File: config.mk
export PLATFORM = sky130hd
export DESIGN_NAME = i2s_adc_rx_flat
export DESIGN_NICKNAME = d
export VERILOG_FILES = /design/src/rtl/i2s_adc_rx_pkg.sv /design/src/rtl/i2s_adc_rx_if.sv /design/src/rtl/i2s_adc_rx_sample_fifo.sv /design/src/rtl/i2s_adc_rx.sv /design/src/flat_wrapper.sv
export SDC_FILE = /design/constraint.sdc
export NUM_CORES = 1
export LEC_CHECK = 0
export ABC_AREA = 0
export BUFFER_PORTS_ARGS = -buffer_cell sky130_fd_sc_hd__buf_2
export CAP_MARGIN = 40
export CORE_MARGIN = 5
export CORE_UTILIZATION = 53
export DETAILED_ROUTE_END_ITERATION = 10
export PLACE_DENSITY = 0.68
export SLEW_MARGIN = 15
export SYNTH_ARGS = -nofsm -noshare
export SYNTH_HDL_FRONTEND = slang
export SYNTH_SLANG_ARGS = --single-unit
File: constraint.sdc
create_clock -name i_clk -period 6.72 [get_ports i_clk]
set_input_delay 0.672 -clock i_clk [delete_from_list [all_inputs] [get_ports i_clk]]
set_output_delay 0.672 -clock i_clk [all_outputs]
set_load 0.01 [all_outputs]
File: src/rtl/i2s_adc_rx_pkg.sv
// Shared audio types for the I2S capture front end: channel tags, FSM states
// and the {ch, data} word that travels through the sample FIFO.
package aud_pkg;
    localparam int AUD_DATA_W = 16;

    typedef enum logic {CH_L = 1'b0, CH_R = 1'b1} channel_e;

    typedef enum logic [1:0] {IDLE, SHIFT, PUSH, HOLD} i2s_state_e;

    typedef struct packed {
        channel_e                ch;
        logic [AUD_DATA_W-1:0]   data;
    } aud_word_t;

    function automatic logic [7:0] sat_inc8(input logic [7:0] v);
        return (v == 8'hFF) ? v : v + 8'd1;
    endfunction
endpackage

File: src/rtl/i2s_adc_rx_if.sv
// Valid/ready PCM stream from the I2S receiver to the downstream analysis stages.
interface i2s_adc_rx_if
    import aud_pkg::*;
#(
    parameter int DATA_W = AUD_DATA_W
);
    logic              o_valid;
    logic [DATA_W-1:0] o_data;
    logic              o_ch;
    logic              i_ready;

    modport master (output o_valid, output o_data, output o_ch, input i_ready);
    modport slave  (input o_valid, input o_data, input o_ch, output i_ready);
endinterface

File: src/rtl/i2s_adc_rx_sample_fifo.sv
// Show-ahead FIFO: the head entry is visible combinationally; a push into a
// full FIFO is accepted only when a pop happens in the same cycle.
module sample_fifo #(
    parameter int WIDTH = 17,
    parameter int DEPTH = 4
) (
    input  logic             i_clk,
    input  logic             i_rst_n,
    input  logic             i_flush,
    input  logic             i_push,
    input  logic [WIDTH-1:0] i_wdata,
    input  logic             i_pop,
    output logic [WIDTH-1:0] o_rdata,
    output logic             o_full,
    output logic             o_empty
);
    localparam int AW = $clog2(DEPTH);

    logic [WIDTH-1:0] mem_q [DEPTH];
    logic [AW:0]      wptr_q;
    logic [AW:0]      rptr_q;
    logic             wr_en;
    logic             rd_en;

    // Pointers carry one extra wrap bit so full and empty are distinguishable.
    assign o_empty = (wptr_q == rptr_q);
    assign o_full  = (wptr_q[AW] != rptr_q[AW]) && (wptr_q[AW-1:0] == rptr_q[AW-1:0]);
    assign rd_en   = i_pop && !o_empty;
    assign wr_en   = i_push && (!o_full || rd_en);

    always_ff @(posedge i_clk or negedge i_rst_n) begin
        if (!i_rst_n) begin
            wptr_q <= '0;
            rptr_q <= '0;
        end else if (i_flush) begin
            wptr_q <= '0;
            rptr_q <= '0;
        end else begin
            if (wr_en) wptr_q <= wptr_q + (AW+1)'(1);
            if (rd_en) rptr_q <= rptr_q + (AW+1)'(1);
        end
    end

    always_ff @(posedge i_clk) begin
        if (wr_en) mem_q[wptr_q[AW-1:0]] <= i_wdata;
    end

    // Empty FIFO presents zeros so the stream outputs are clean out of reset.
    assign o_rdata = o_empty ? '0 : mem_q[rptr_q[AW-1:0]];
endmodule

File: src/rtl/i2s_adc_rx.sv
// I2S ADC receiver: synchronizes BCLK/LRCK/ADCDAT, deserializes one PCM word
// per LRCK half-period and queues selected channels on a valid/ready stream.
module i2s_adc_rx
    import aud_pkg::*;
#(
    parameter int DATA_W     = AUD_DATA_W,
    parameter int FIFO_DEPTH = 4,
    parameter int CH_SEL     = 2
) (
    input  logic                i_clk,
    input  logic                i_rst_n,
    input  logic                i_en,
    input  logic                i_AUD_BCLK,
    input  logic                i_AUD_ADCLRCK,
    input  logic                i_AUD_ADCDAT,
    input  logic                i_clr_ovf,
    i2s_adc_rx_if.master        m_if,
    output logic                o_overflow,
    output logic [7:0]          o_err_cnt
);
    localparam int BW = $clog2(DATA_W + 1);

    logic [2:0]        bclk_sync_q;
    logic [1:0]        lr_sync_q;
    logic [1:0]        dat_sync_q;
    logic              lr_prev_q;
    logic              lr_seen_q;
    logic              bclk_rise;
    logic              lr;
    logic              dat;
    logic              boundary;

    i2s_state_e        state_q, state_d;
    logic [DATA_W-1:0] shreg_q, shreg_d;
    logic [BW-1:0]     bitcnt_q, bitcnt_d;
    channel_e          ch_q, ch_d;
    logic [7:0]        err_q, err_d;
    logic              ovf_q, ovf_d;

    logic              push_req;
    logic              push;
    logic              pop;
    logic              ch_match;
    logic              fifo_full;
    logic              fifo_empty;
    logic [DATA_W:0]   fifo_rdata;

    assign bclk_rise = bclk_sync_q[1] && !bclk_sync_q[2];
    assign lr        = lr_sync_q[1];
    assign dat       = dat_sync_q[1];
    // lr_prev is meaningless until one BCLK edge has been seen after reset.
    assign boundary  = bclk_rise && lr_seen_q && (lr != lr_prev_q);

    always_ff @(posedge i_clk or negedge i_rst_n) begin
        if (!i_rst_n) begin
            bclk_sync_q <= '0;
            lr_sync_q   <= '0;
            dat_sync_q  <= '0;
            lr_prev_q   <= 1'b0;
            lr_seen_q   <= 1'b0;
        end else begin
            bclk_sync_q <= {bclk_sync_q[1:0], i_AUD_BCLK};
            lr_sync_q   <= {lr_sync_q[0], i_AUD_ADCLRCK};
            dat_sync_q  <= {dat_sync_q[0], i_AUD_ADCDAT};
            if (bclk_rise) begin
                lr_prev_q <= lr;
                lr_seen_q <= 1'b1;
            end
        end
    end

    assign ch_match = (CH_SEL == 2) || ((CH_SEL == 1) == (ch_q == CH_R));

    always_comb begin
        state_d  = state_q;
        shreg_d  = shreg_q;
        bitcnt_d = bitcnt_q;
        ch_d     = ch_q;
        err_d    = err_q;
        push_req = 1'b0;
        case (state_q)
            IDLE, HOLD: begin
                if (boundary) begin
                    state_d  = SHIFT;
                    bitcnt_d = '0;
                    ch_d     = channel_e'(lr);
                end
            end
            SHIFT: begin
                if (boundary) begin
                    // Short word: drop it and start over on the new channel.
                    err_d    = sat_inc8(err_q);
                    bitcnt_d = '0;
                    ch_d     = channel_e'(lr);
                end else if (bclk_rise) begin
                    shreg_d  = {shreg_q[DATA_W-2:0], dat};
                    bitcnt_d = bitcnt_q + BW'(1);
                    if (bitcnt_q == BW'(DATA_W - 1)) state_d = PUSH;
                end
            end
            PUSH: begin
                push_req = ch_match;
                state_d  = HOLD;
            end
            default: state_d = IDLE;
        endcase
        if (!i_en) state_d = IDLE;
    end

    assign push = push_req && i_en;
    assign pop  = m_if.o_valid && m_if.i_ready;

    always_comb begin
        ovf_d = ovf_q;
        if (push && fifo_full && !pop) ovf_d = 1'b1;
        else if (i_clr_ovf)             ovf_d = 1'b0;
    end

    always_ff @(posedge i_clk or negedge i_rst_n) begin
        if (!i_rst_n) begin
            state_q  <= IDLE;
            shreg_q  <= '0;
            bitcnt_q <= '0;
            ch_q     <= CH_L;
            err_q    <= '0;
            ovf_q    <= 1'b0;
        end else begin
            state_q  <= state_d;
            shreg_q  <= shreg_d;
            bitcnt_q <= bitcnt_d;
            ch_q     <= ch_d;
            err_q    <= err_d;
            ovf_q    <= ovf_d;
        end
    end

    sample_fifo #(
        .WIDTH (DATA_W + 1),
        .DEPTH (FIFO_DEPTH)
    ) u_fifo (
        .i_clk   (i_clk),
        .i_rst_n (i_rst_n),
        .i_flush (!i_en),
        .i_push  (push),
        .i_wdata ({ch_q, shreg_q}),
        .i_pop   (pop),
        .o_rdata (fifo_rdata),
        .o_full  (fifo_full),
        .o_empty (fifo_empty)
    );

    assign m_if.o_valid = !fifo_empty;
    assign m_if.o_ch    = fifo_rdata[DATA_W];
    assign m_if.o_data  = fifo_rdata[DATA_W-1:0];
    assign o_overflow   = ovf_q;
    assign o_err_cnt    = err_q;
endmodule

File: src/flat_wrapper.sv
// flat-port wrapper written by rule: the top's interface ports become plain ports
module i2s_adc_rx_flat import aud_pkg::*;
#(
    parameter int DATA_W     = AUD_DATA_W,
    parameter int FIFO_DEPTH = 4,
    parameter int CH_SEL     = 2
)
  (i_clk, i_rst_n, i_en, i_AUD_BCLK, i_AUD_ADCLRCK, i_AUD_ADCDAT, i_clr_ovf, o_overflow, o_err_cnt, m_if_o_valid, m_if_o_data, m_if_o_ch, m_if_i_ready);
  i2s_adc_rx_if #(.DATA_W(DATA_W)) m_if_i ();
  input  logic i_clk;
  input  logic i_rst_n;
  input  logic i_en;
  input  logic i_AUD_BCLK;
  input  logic i_AUD_ADCLRCK;
  input  logic i_AUD_ADCDAT;
  input  logic i_clr_ovf;
  output logic o_overflow;
  output logic [7:0] o_err_cnt;
  output wire logic [$bits(m_if_i.o_valid)-1:0] m_if_o_valid;
  output wire logic [$bits(m_if_i.o_data)-1:0] m_if_o_data;
  output wire logic [$bits(m_if_i.o_ch)-1:0] m_if_o_ch;
  input wire logic [$bits(m_if_i.i_ready)-1:0] m_if_i_ready;
  assign m_if_o_valid = m_if_i.o_valid;
  assign m_if_o_data = m_if_i.o_data;
  assign m_if_o_ch = m_if_i.o_ch;
  assign m_if_i.i_ready = m_if_i_ready;
  i2s_adc_rx #(.DATA_W(DATA_W), .FIFO_DEPTH(FIFO_DEPTH), .CH_SEL(CH_SEL)) u_core (.i_clk(i_clk), .i_rst_n(i_rst_n), .i_en(i_en), .i_AUD_BCLK(i_AUD_BCLK), .i_AUD_ADCLRCK(i_AUD_ADCLRCK), .i_AUD_ADCDAT(i_AUD_ADCDAT), .i_clr_ovf(i_clr_ovf), .m_if(m_if_i), .o_overflow(o_overflow), .o_err_cnt(o_err_cnt));
endmodule
## Word-level counts from Yosys, hierarchy flattened

Memory sizes are Yosys's and may differ from the RTL's.
Index checks and enable logic that the tools add are counted.

| word-level totals | value |
|---|---|
| logic and storage cells | 82 |
| memory bits (writable) | 68 |
| flip-flop bits (word level) | 48 |
| memories kept | 1 |

| cells by class | value |
|---|---|
| muxes and demuxes | 20 |
| reductions and logical operators | 25 |
| add/sub/neg operators | 4 |
| eq/ne operators | 17 |
| bitwise logic cells | 2 |

Memories:

| name | words | bits a word | rd ports | clocked after memory_dff | wr ports | line | source |
|---|---|---|---|---|---|---|---|
| u_core.u_fifo.mem_q | 4 | 17 | 1 | 0 | 1 | i2s_adc_rx_sample_fifo.sv:19 | `logic [WIDTH-1:0] mem_q [DEPTH];` |

Operator list:

| cell | count |
|---|---|
| 2-to-1 mux 17 bit | 1 |
| 2-to-1 mux 5 bit | 3 |
| 2-to-1 mux 3 bit | 4 |
| logical AND 1 bit | 10 |
| 2-to-1 mux 2 bit | 5 |
| one-hot mux 5 bit (2 select lines) | 1 |
| inequality test 3 x 2 -> 1 bit, second input constant | 3 |
| AND reduction 3 bit | 3 |
| adder 8 x 1 -> 8 bit, second input constant | 1 |
| == test 8 bit, second input constant | 1 |
| adder 3 x 1 -> 3 bit, second input constant | 2 |
| inequality test 2 x 1 -> 1 bit, second input constant | 3 |
| one-hot mux 2 bit (3 select lines) | 1 |
| adder 5 x 1 -> 5 bit, second input constant | 1 |
| == test 5 x 4 -> 1 bit, second input constant | 1 |
| 2-to-1 mux 1 bit | 5 |
| == test 2 bit, second input constant | 2 |
| zero test 1 bit | 4 |
| AND reduction 4 bit | 1 |
| nonzero test 2 bit | 2 |
| == test 3 bit | 1 |
| inequality test 3 x 1 -> 1 bit, second input constant | 1 |
| inequality test 3 bit, second input constant | 1 |
| OR reduction 3 bit | 1 |
| 8 further kinds | 10 |

## Logic depth before layout (Yosys ltp)

Gate-level depths: netlist of the first run.

| depth | value |
|---|---|
| word-level depth | 8 |
| depth in mapped cells | 7 |

## Cells and area by module

Synthesis of the first run repeated with hierarchy kept, for this count alone.

| second synthesis, totals | value |
|---|---|
| cells, all modules | 313 |
| area, all modules | 4893.4 um^2 |

By module, submodules not included:

| module | instances | cells an instance | area each (um^2) |
|---|---|---|---|
| sample_fifo | 1 | 158 | 3045.4 |
| i2s_adc_rx | 1 | 155 | 1848.0 |

## Least setup slack after synthesis of the first run

Ideal clock, no wire load.

| timing path | value |
|---|---|
| kind | flip-flop to flip-flop |
| from | reg u_core.u_fifo.rptr_q[0] |
| to | mem u_core.u_fifo.mem_q[3][0], enable pin |
| library setup time | 0.412 ns |
| data required time | 6.308 ns |
| setup slack | 3.986 ns |
| period minus slack after synthesis | 2.734 ns |
| path buffers | 1 |
| data arrival time | 2.322 ns |
| cell stages (with the launch flop) | 5 |
| path through | dfrtp_1 -> buf_6 -> xor2_1 -> nor4_1 -> nor3_1 |

| between the ends | value |
|---|---|
| word-level cells in the longest chain between the ends | 8 |
| elaborated cells between the ends (all ways) | 11 |
| classes of those cells | eq/ne: 2; mux: 2; reduce/logical: 7 |

RTL lines:

| item | line | source |
|---|---|---|
| start, declared | i2s_adc_rx_sample_fifo.sv:21 | `logic [AW:0] rptr_q;` |
| start signal, assigned | i2s_adc_rx_sample_fifo.sv:40 | `if (rd_en) rptr_q <= rptr_q + (AW+1)'(1);` |
| == test 3 bit | i2s_adc_rx_sample_fifo.sv:26 | `assign o_empty = (wptr_q == rptr_q);` |
| zero test 1 bit | i2s_adc_rx_sample_fifo.sv:28, i2s_adc_rx.sv:152 |  |
| logical AND 1 bit | i2s_adc_rx.sv:111 | `assign pop = m_if.o_valid && m_if.i_ready;` |
| logical AND 1 bit | i2s_adc_rx_sample_fifo.sv:28 | `assign rd_en = i_pop && !o_empty;` |
| logical OR 1 bit (*) | i2s_adc_rx_sample_fifo.sv:29 | `assign wr_en = i_push && (!o_full \|\| rd_en);` |
| logical AND 1 bit (*) | i2s_adc_rx_sample_fifo.sv:29 |  |
| 2-to-1 mux 1 bit (*) | i2s_adc_rx_sample_fifo.sv:45 | `if (wr_en) mem_q[wptr_q[AW-1:0]] <= i_wdata;` |
| 2-to-1 mux 1 bit (implied by the code) (*) | i2s_adc_rx_sample_fifo.sv:45 |  |
| end, declared | i2s_adc_rx_sample_fifo.sv:19 |  |

Mark *: on every way between the ends. The rest lies on a longest branch, timed or not.

## Worst setup path in the final report of the first run

| timing path | value |
|---|---|
| from | reg u_core.u_fifo.rptr_q[1] |
| to | out m_if_o_data[11] |

| between the ends | value |
|---|---|
| word-level cells in the longest chain between the ends | 2 |
| elaborated cells between the ends (all ways) | 3 |
| classes of those cells | eq/ne: 1; mux: 1; memory: 1 |

RTL lines:

| item | line | source |
|---|---|---|
| memory (4 x 17 bit) / == test 3 bit (equally long branches) | - |  |
| 2-to-1 mux 17 bit (*) | i2s_adc_rx_sample_fifo.sv:49 | `assign o_rdata = o_empty ? '0 : mem_q[rptr_q[AW-1:0]];` |
| end, declared | flat_wrapper.sv:20 | `output wire logic [$bits(m_if_i.o_data)-1:0] m_if_o_data;` |

Marked as above.

==> impl_metrics.tcl, run 1 <==
set metrics [dict create \
    drt_iter0_markers 104 \
    hpwl_um 5030 \
    swShare 0.260 \
    synthCells 302 \
    synthFlopType "edfxtp_1" \
    chipWidth_um 106 \
    cts_buffers 17 \
    power.switching_mw 0.564 \
    drv_slew 0 \
    cts.sinks 116 \
    clockRootBuffer "clkbuf_8" \
    cp-end-kind "output pin" \
    drtAntennaViolNets 0 \
    max_clock_freq_mhz 323 \
    yosysMostFrequentCell "edfxtp_1" \
    grt_pass1_wl_um 13900 \
    nets 373 \
    tns_ns 0 \
    fp.dieArea_um2 11200 \
    fin_cells 477 \
    rsz0062_at_grt "no" \
    fin_skew_ns 0.0104 \
    synth_edf_count 68 \
    die_y_um 106 \
    grt_antenna_before_repair 0 \
    grt-ovfl-total 0 \
    vias_per_cell 5.56 \
    placed_cells 442 \
    critPathMaxFanout 18 \
    cts.htree.levels 4 \
    fin_crit_sh 0.460 \
    syn_area_um2 4880 \
    final_core_util 0.640 \
    dr.pass1.iters 4 \
    synth_area_leader_cell "edfxtp_1" \
    required_ns 6.05 \
    antennaDiodeCount 0 \
    postCtsSetupRepairBufs 0 \
    cts_resized 0 \
    layout-drive-gt1-share 0.317 \
    ctsLongestPathBuffers 2 \
    cts-hold-fix-buffers 0 \
    syn_nets 322 \
    wl_um 8440 \
    tightest_slew_ns 0.838 \
    setup_violations 0 \
    syn_avg_cell_area_um2 16.2 \
    ys_ff_latch 116 \
    fp-row-count 35 \
    syn_to_final_growth_pct 19.5 \
    num_vias 2651 \
    synth.cells.most_frequent "edfxtp_1 (68), dfrtp_1 (48), mux2_2 (22), nand2_1 (18), mux4_2 (17)" \
    worstPathArrival_ns 2.42 \
    clk_pin_slew_ns 0.05 \
    finalPower_mw 2.17 \
    post-route-min-period_ns 3.09 \
    power_leakage_nw 2.41 \
    fillers 675 \
    io_buffers 34 \
    powerDensity_nw_per_um2 373 \
    synth_seq_area_share 0.664 \
    clk_latency_ns 0.51 \
    status "complete, no violations" \
    synth_cell_types 45 \
    cts_tree "yes" \
    clkPwrFrac 0.408 \
    fp.coreArea_um2 9110 \
    final_hold_viol_count 0 \
    peakVddDrop_v 0.000215 \
    hold_class "input port to asynchronous set/reset pin" \
    relSlewSlack 0.441 \
    worst_setup_path_start_kind "flop" \
    remaining_drc_errors 0 \
    grt_util_all_layers 0.162 \
    yosys.area.top_type_share 0.418 \
    avgRoutedWirePerCell_um 17.7 \
    yosys-top-cells-area "edfxtp_1 (42%), dfrtp_1 (25%), mux4_2 (7.8%)" \
    p_int_mw 1.61 \
    worstSetupPathType "flop to output pin" \
    yosysWarnings 0 \
    ys_async_sr_fraction 0.414 \
    gp_congestion 0.777 \
    ios 35 \
    start_util 0.536 \
    grt_max_degree 49 \
    drv_cap 0 \
    grt_pass1_vias 2738 \
    combPwrFrac 0.198 \
    p_seq_frac 0.395 \
]
[per-layer routing]
layer / global-route usage / wire length, µm
met5: 0 / 0
met2: 0.274 / 4370
met4: 0.0638 / 100
met1: 0.196 / 3640
met3: 0.0474 / 330
[through the flow]
stage / hold slack (ns) / instance area (µm²) / setup slack, ns
finish: 0.264 / 5830 / 3.63
global route: 0.248 / 5830 / 3.48
CTS: 0.245 / 5790 / 3.63
detailed placement: 0.337 / 5200 / 3.95
global placement: 0.333 / 5160 / 3.75
floorplan: 0.331 / 4880 / 3.99
[cell type report]
class	instances	area (µm²)	area share
Clock inverter	12	164	0.0281
Sequential cell	116	3240	0.556
Timing Repair Buffer	42	280	0.0480
Multi-Input combinational cell	163	1530	0.263
Clock buffer	20	425	0.0729
Inverter	13	48.8	0.00837
Tap cell	111	139	0.0238
[cell usage in the layout (no fill, tap or decap), drive strengths merged, types with 3 or more instances in the layout]
| cell | count |
|---|---|
| edfxtp | 68 |
| dfrtp | 48 |
| buf | 42 |
| mux2 | 22 |
| clkbuf | 20 |
| nand2 | 18 |
| mux4 | 17 |
| nor2b | 14 |
| inv | 13 |
| ha | 12 |
| o21ai | 8 |
| and2 | 8 |
| xnor2 | 7 |
| nand3 | 7 |
| clkinv | 7 |
| and2b | 6 |
| a21oi | 6 |
| xor2 | 5 |
| bufinv | 4 |
| nand2b | 3 |
| nor3 | 3 |
[power groups by stage]
stage | clock (mW) | combinational [mW] | sequential [mW]
2_1_floorplan | 0 | 0.304 | 0.861
3_3_place_gp | 0 | 0.416 | 0.869
3_5_place_dp | 0 | 0.427 | 0.872
4_1_cts | 0.902 | 0.431 | 0.859
5_1_grt | 0.943 | 0.477 | 0.866
6_report | 0.887 | 0.430 | 0.858
[logic make-up (layout without fill, tap and decap cells)]
family                   Yosys count  after routing  share of synthesized area
AO/OA/AOI/OAI                     29             29                     0.0438
XOR/XNOR                          12             12                     0.0215
adder cells (fa/ha/maj)           12             12                     0.0308
buffers and inverters             23             87                     0.0238
flip-flops                       116            116                      0.664
multiplexers                      41             41                      0.133
AND/OR/NAND/NOR                   69             69                     0.0823
[path summary, 6_finish.rpt]
check | startpoint | end | slack [ns] | cells after the start
worst max register to register | u_core.u_fifo.rptr_q[1] | u_core.u_fifo.mem_q[1][6] | 4.07 | 6
min in group i_clk | i_AUD_ADCDAT | u_core.dat_sync_q[0] | 0.27 | 1
worst max-delay path | u_core.u_fifo.rptr_q[1] | m_if_o_data[11] | 3.63 | 6
worst min-delay path | i_rst_n | u_core.state_q[0] | 0.26 | 2
worst min register to register | u_core.dat_sync_q[0] | u_core.dat_sync_q[1] | 0.35 | 0
max in group asynchronous | i_rst_n | u_core.shreg_q[13] | 6.03 | 2
[sequential cells by signal (all words and copies together), names as in the netlist]
signal / flops
u_core.u_fifo.mem_q: 68
u_core.shreg_q: 16
u_core.o_err_cnt: 8
u_core.bitcnt_q: 5
u_core.bclk_sync_q: 3
u_core.u_fifo.rptr_q: 3
u_core.u_fifo.wptr_q: 3
u_core.dat_sync_q: 2
u_core.lr_sync_q: 2
u_core.state_q: 2
u_core.ch_q: 1
u_core.lr_prev_q: 1
u_core.lr_seen_q: 1
u_core.o_overflow: 1
[critical path, stage by stage (launching register included)]
cell and delay, ns:
dfrtp_1 0.58, buf_16 0.21, xor2_1 0.46, nor3_2 0.11, buf_4 0.23, and2b_1 0.21, buf_2 0.12
Power figures use the tool's default switching activity.
==> run 2, diff against run 1 <==
--- a/config.mk
+++ b/config.mk
@@ -5,7 +5,7 @@
 export SDC_FILE = /design/constraint.sdc
 export NUM_CORES = 1
 export LEC_CHECK = 0
-export ABC_AREA = 0
+export ABC_AREA = 1
 export BUFFER_PORTS_ARGS = -buffer_cell sky130_fd_sc_hd__buf_2
 export CAP_MARGIN = 40
 export CORE_MARGIN = 5
==> constraint.sdc (replaced) <==
create_clock -name i_clk -period 2.9 [get_ports i_clk]
set_input_delay 0.29 -clock i_clk [delete_from_list [all_inputs] [get_ports i_clk]]
set_output_delay 0.29 -clock i_clk [all_outputs]
set_load 0.01 [all_outputs]
==> run 2 against run 1 <==
Net effect:
- die area is 3.0% higher
- synthesized area is 3.3% higher
- power increased to 2.5 times the previous value
- largest cell class unchanged
- largest power group unchanged
==> impl_metrics.tcl, run 2 <==
set metrics [dict create \
    place_worst_setup_slack_ns 0.877 \
    antennaDiodeCount 0 \
    syn_area_um2 5040 \
    synthFlopType "edfxtp_1" \
    power_leakage_nw 2.79 \
    required_ns 2.61 \
    tightest_slew_ns 0.607 \
    finalWorstSetupSlack_ns 0.352 \
    fin_cells 670 \
    drv_slew 0 \
    ys_async_sr_fraction 0.414 \
    yosys.area.top_type_share 0.405 \
    yosys-top-cells-area "edfxtp_1 (41%), dfrtp_1 (24%), nand2_1 (8.6%)" \
    worstSetupPathType "flop to output pin" \
    grt-ovfl-total 0 \
    yosysMostFrequentCell "nand2_1" \
    hpwl_um 5730 \
    placed_cells 633 \
    max_stage_delay_ns 0.43 \
    num_vias 3388 \
    fin_skew_ns 0.00526 \
    final_core_util 0.651 \
    grt_util_all_layers 0.174 \
    clockRootBuffer "clkbuf_8" \
    nets 548 \
    max_clock_freq_mhz 392 \
    final_hold_viol_count 0 \
    yosysWarnings 0 \
    finalPower_mw 5.46 \
    post-route-min-period_ns 2.55 \
    final_cell_mix "nand2_1 (115), edfxtp_1 (68), inv_1 (48), dfrtp_1 (48)" \
    tns_ns 0 \
    ctsLongestPathBuffers 2 \
    largest_register_ffs 68 \
    synth.cells.most_frequent "nand2_1 (115), edfxtp_1 (68), dfrtp_1 (48), inv_1 (48)" \
    chipWidth_um 108 \
    wl_um 9330 \
    setup_violations 0 \
    slowest_stage "inv_1" \
    grt_max_degree 49 \
    synth_cell_types 29 \
    syn_nets 501 \
    cp-end-kind "output pin" \
    synth_edf_count 68 \
    synthCells 481 \
    drtAntennaViolNets 0 \
    synth_area_leader_cell "edfxtp_1" \
    dpl_cell_area_um2 5310 \
    peakVddDrop_v 0.000437 \
    syn_to_final_growth_pct 19.3 \
    drv_cap 0 \
    critical_path.cell_chain "inv_1 -> nand2_1 -> nand2_1 -> nor2_2 -> nand2_2 -> nand2_1 -> inv_1 -> buf_2" \
    remaining_drc_errors 0 \
    start_util 0.546 \
    layout-drive-gt1-share 0.166 \
    fp-row-count 35 \
    grt_pass1_vias 3275 \
    fin_hold_ws_ns 0.0874 \
    grt_antenna_before_repair 0 \
    relSlewSlack 0.595 \
    fin_crit_sh 0.879 \
    cts.sinks 116 \
    ys_ff_latch 116 \
    synth_seq_area_share 0.643 \
    cts_buffers 17 \
    cts.htree.levels 4 \
    final_area_um2 6010 \
    grt_pass1_wl_um 15500 \
    critPathMaxFanout 22 \
    clk_latency_ns 0.51 \
    drt_iter0_markers 107 \
    hold_class "input port to flop" \
    worst_setup_path_start_kind "flop" \
    io_buffers 34 \
    ios 35 \
    layout_commonest_cell "nand2_1" \
    fp.coreArea_um2 9240 \
    worstPathArrival_ns 2.26 \
    syn_avg_cell_area_um2 10.5 \
    avgRoutedWirePerCell_um 13.9 \
    rsz0062_at_grt "no" \
    clk_pin_slew_ns 0.06 \
    vias_per_cell 5.06 \
    die_y_um 108 \
    powerDensity_nw_per_um2 907 \
    dr.pass1.iters 4 \
    fp.dieArea_um2 11600 \
    cpMostUsedCell "nand2_1" \
    status "complete, no violations" \
    gp_congestion 0.805 \
    cts_tree "yes" \
]
## run 2: metal layers
layer | GRT usage | part of all wire
met5 | 0 | 0
met4 | 0.0604 | 0.011
met3 | 0.0486 | 0.047
met2 | 0.287 | 0.49
met1 | 0.222 | 0.45
## run 2: power by group
| part | leakage [nW] | switching (mW) | internal, mW |
|---|---|---|---|
| logic | 1.22 | 0.724 | 0.372 |
| clock network | 0.317 | 0.713 | 1.56 |
| registers | 1.25 | 0.158 | 1.93 |
## run 2: cell type report
type	count	area, µm²
sequential	116	3240
fill	716	3230
multi-input combinational	297	1500
clock buffer	18	418
timing repair buffer	47	280
clock inverter	14	233
inverter	49	184
tap	129	161
## run 2: logic make-up (layout without fill, tap and decap cells)
kind of cell               after synthesis  count (layout)  synth area share
and+or+nand+nor                        197             197             0.166
xor gates and xnor gates                 9               9            0.0156
adders and majority gates               12              12            0.0298
DFF                                    116             116             0.643
AOI/OAI and AO/OA                       79              79            0.0856
buffers and inverters                   68             128            0.0601
## run 2: final timing paths
path | startpoint | cells past startpoint | slack (ns) | end
hold reg to reg | u_core.bclk_sync_q[0] | 0 | 0.34 | u_core.bclk_sync_q[1]
setup reg to reg | u_core.u_fifo.rptr_q[1] | 8 | 0.91 | u_core.u_fifo.mem_q[0][10]
setup / recovery | u_core.u_fifo.rptr_q[1] | 8 | 0.35 | m_if_o_data[6]
min in group asynchronous | i_rst_n | 3 | 0.41 | u_core.bitcnt_q[3]
hold / removal | m_if_i_ready | 3 | 0.09 | u_core.u_fifo.rptr_q[1]
max in group asynchronous | i_rst_n | 3 | 2.07 | u_core.shreg_q[12]
## run 2: critical path: cells and delay by family, from the launching register on
family / cells / cell delay, ns
simple gates: 5 / 0.75
buf+inv: 3 / 0.62
flops: 1 / 0.37
## run 2: repair_timing
item | 4_1_cts | 5_1_grt
resized for setup | 0 | 0
hold buffers | 5 | 0
hold endpoints to repair | 52 | 0
setup endpoints to repair | 0 | 0
setup buffers | 0 | 0
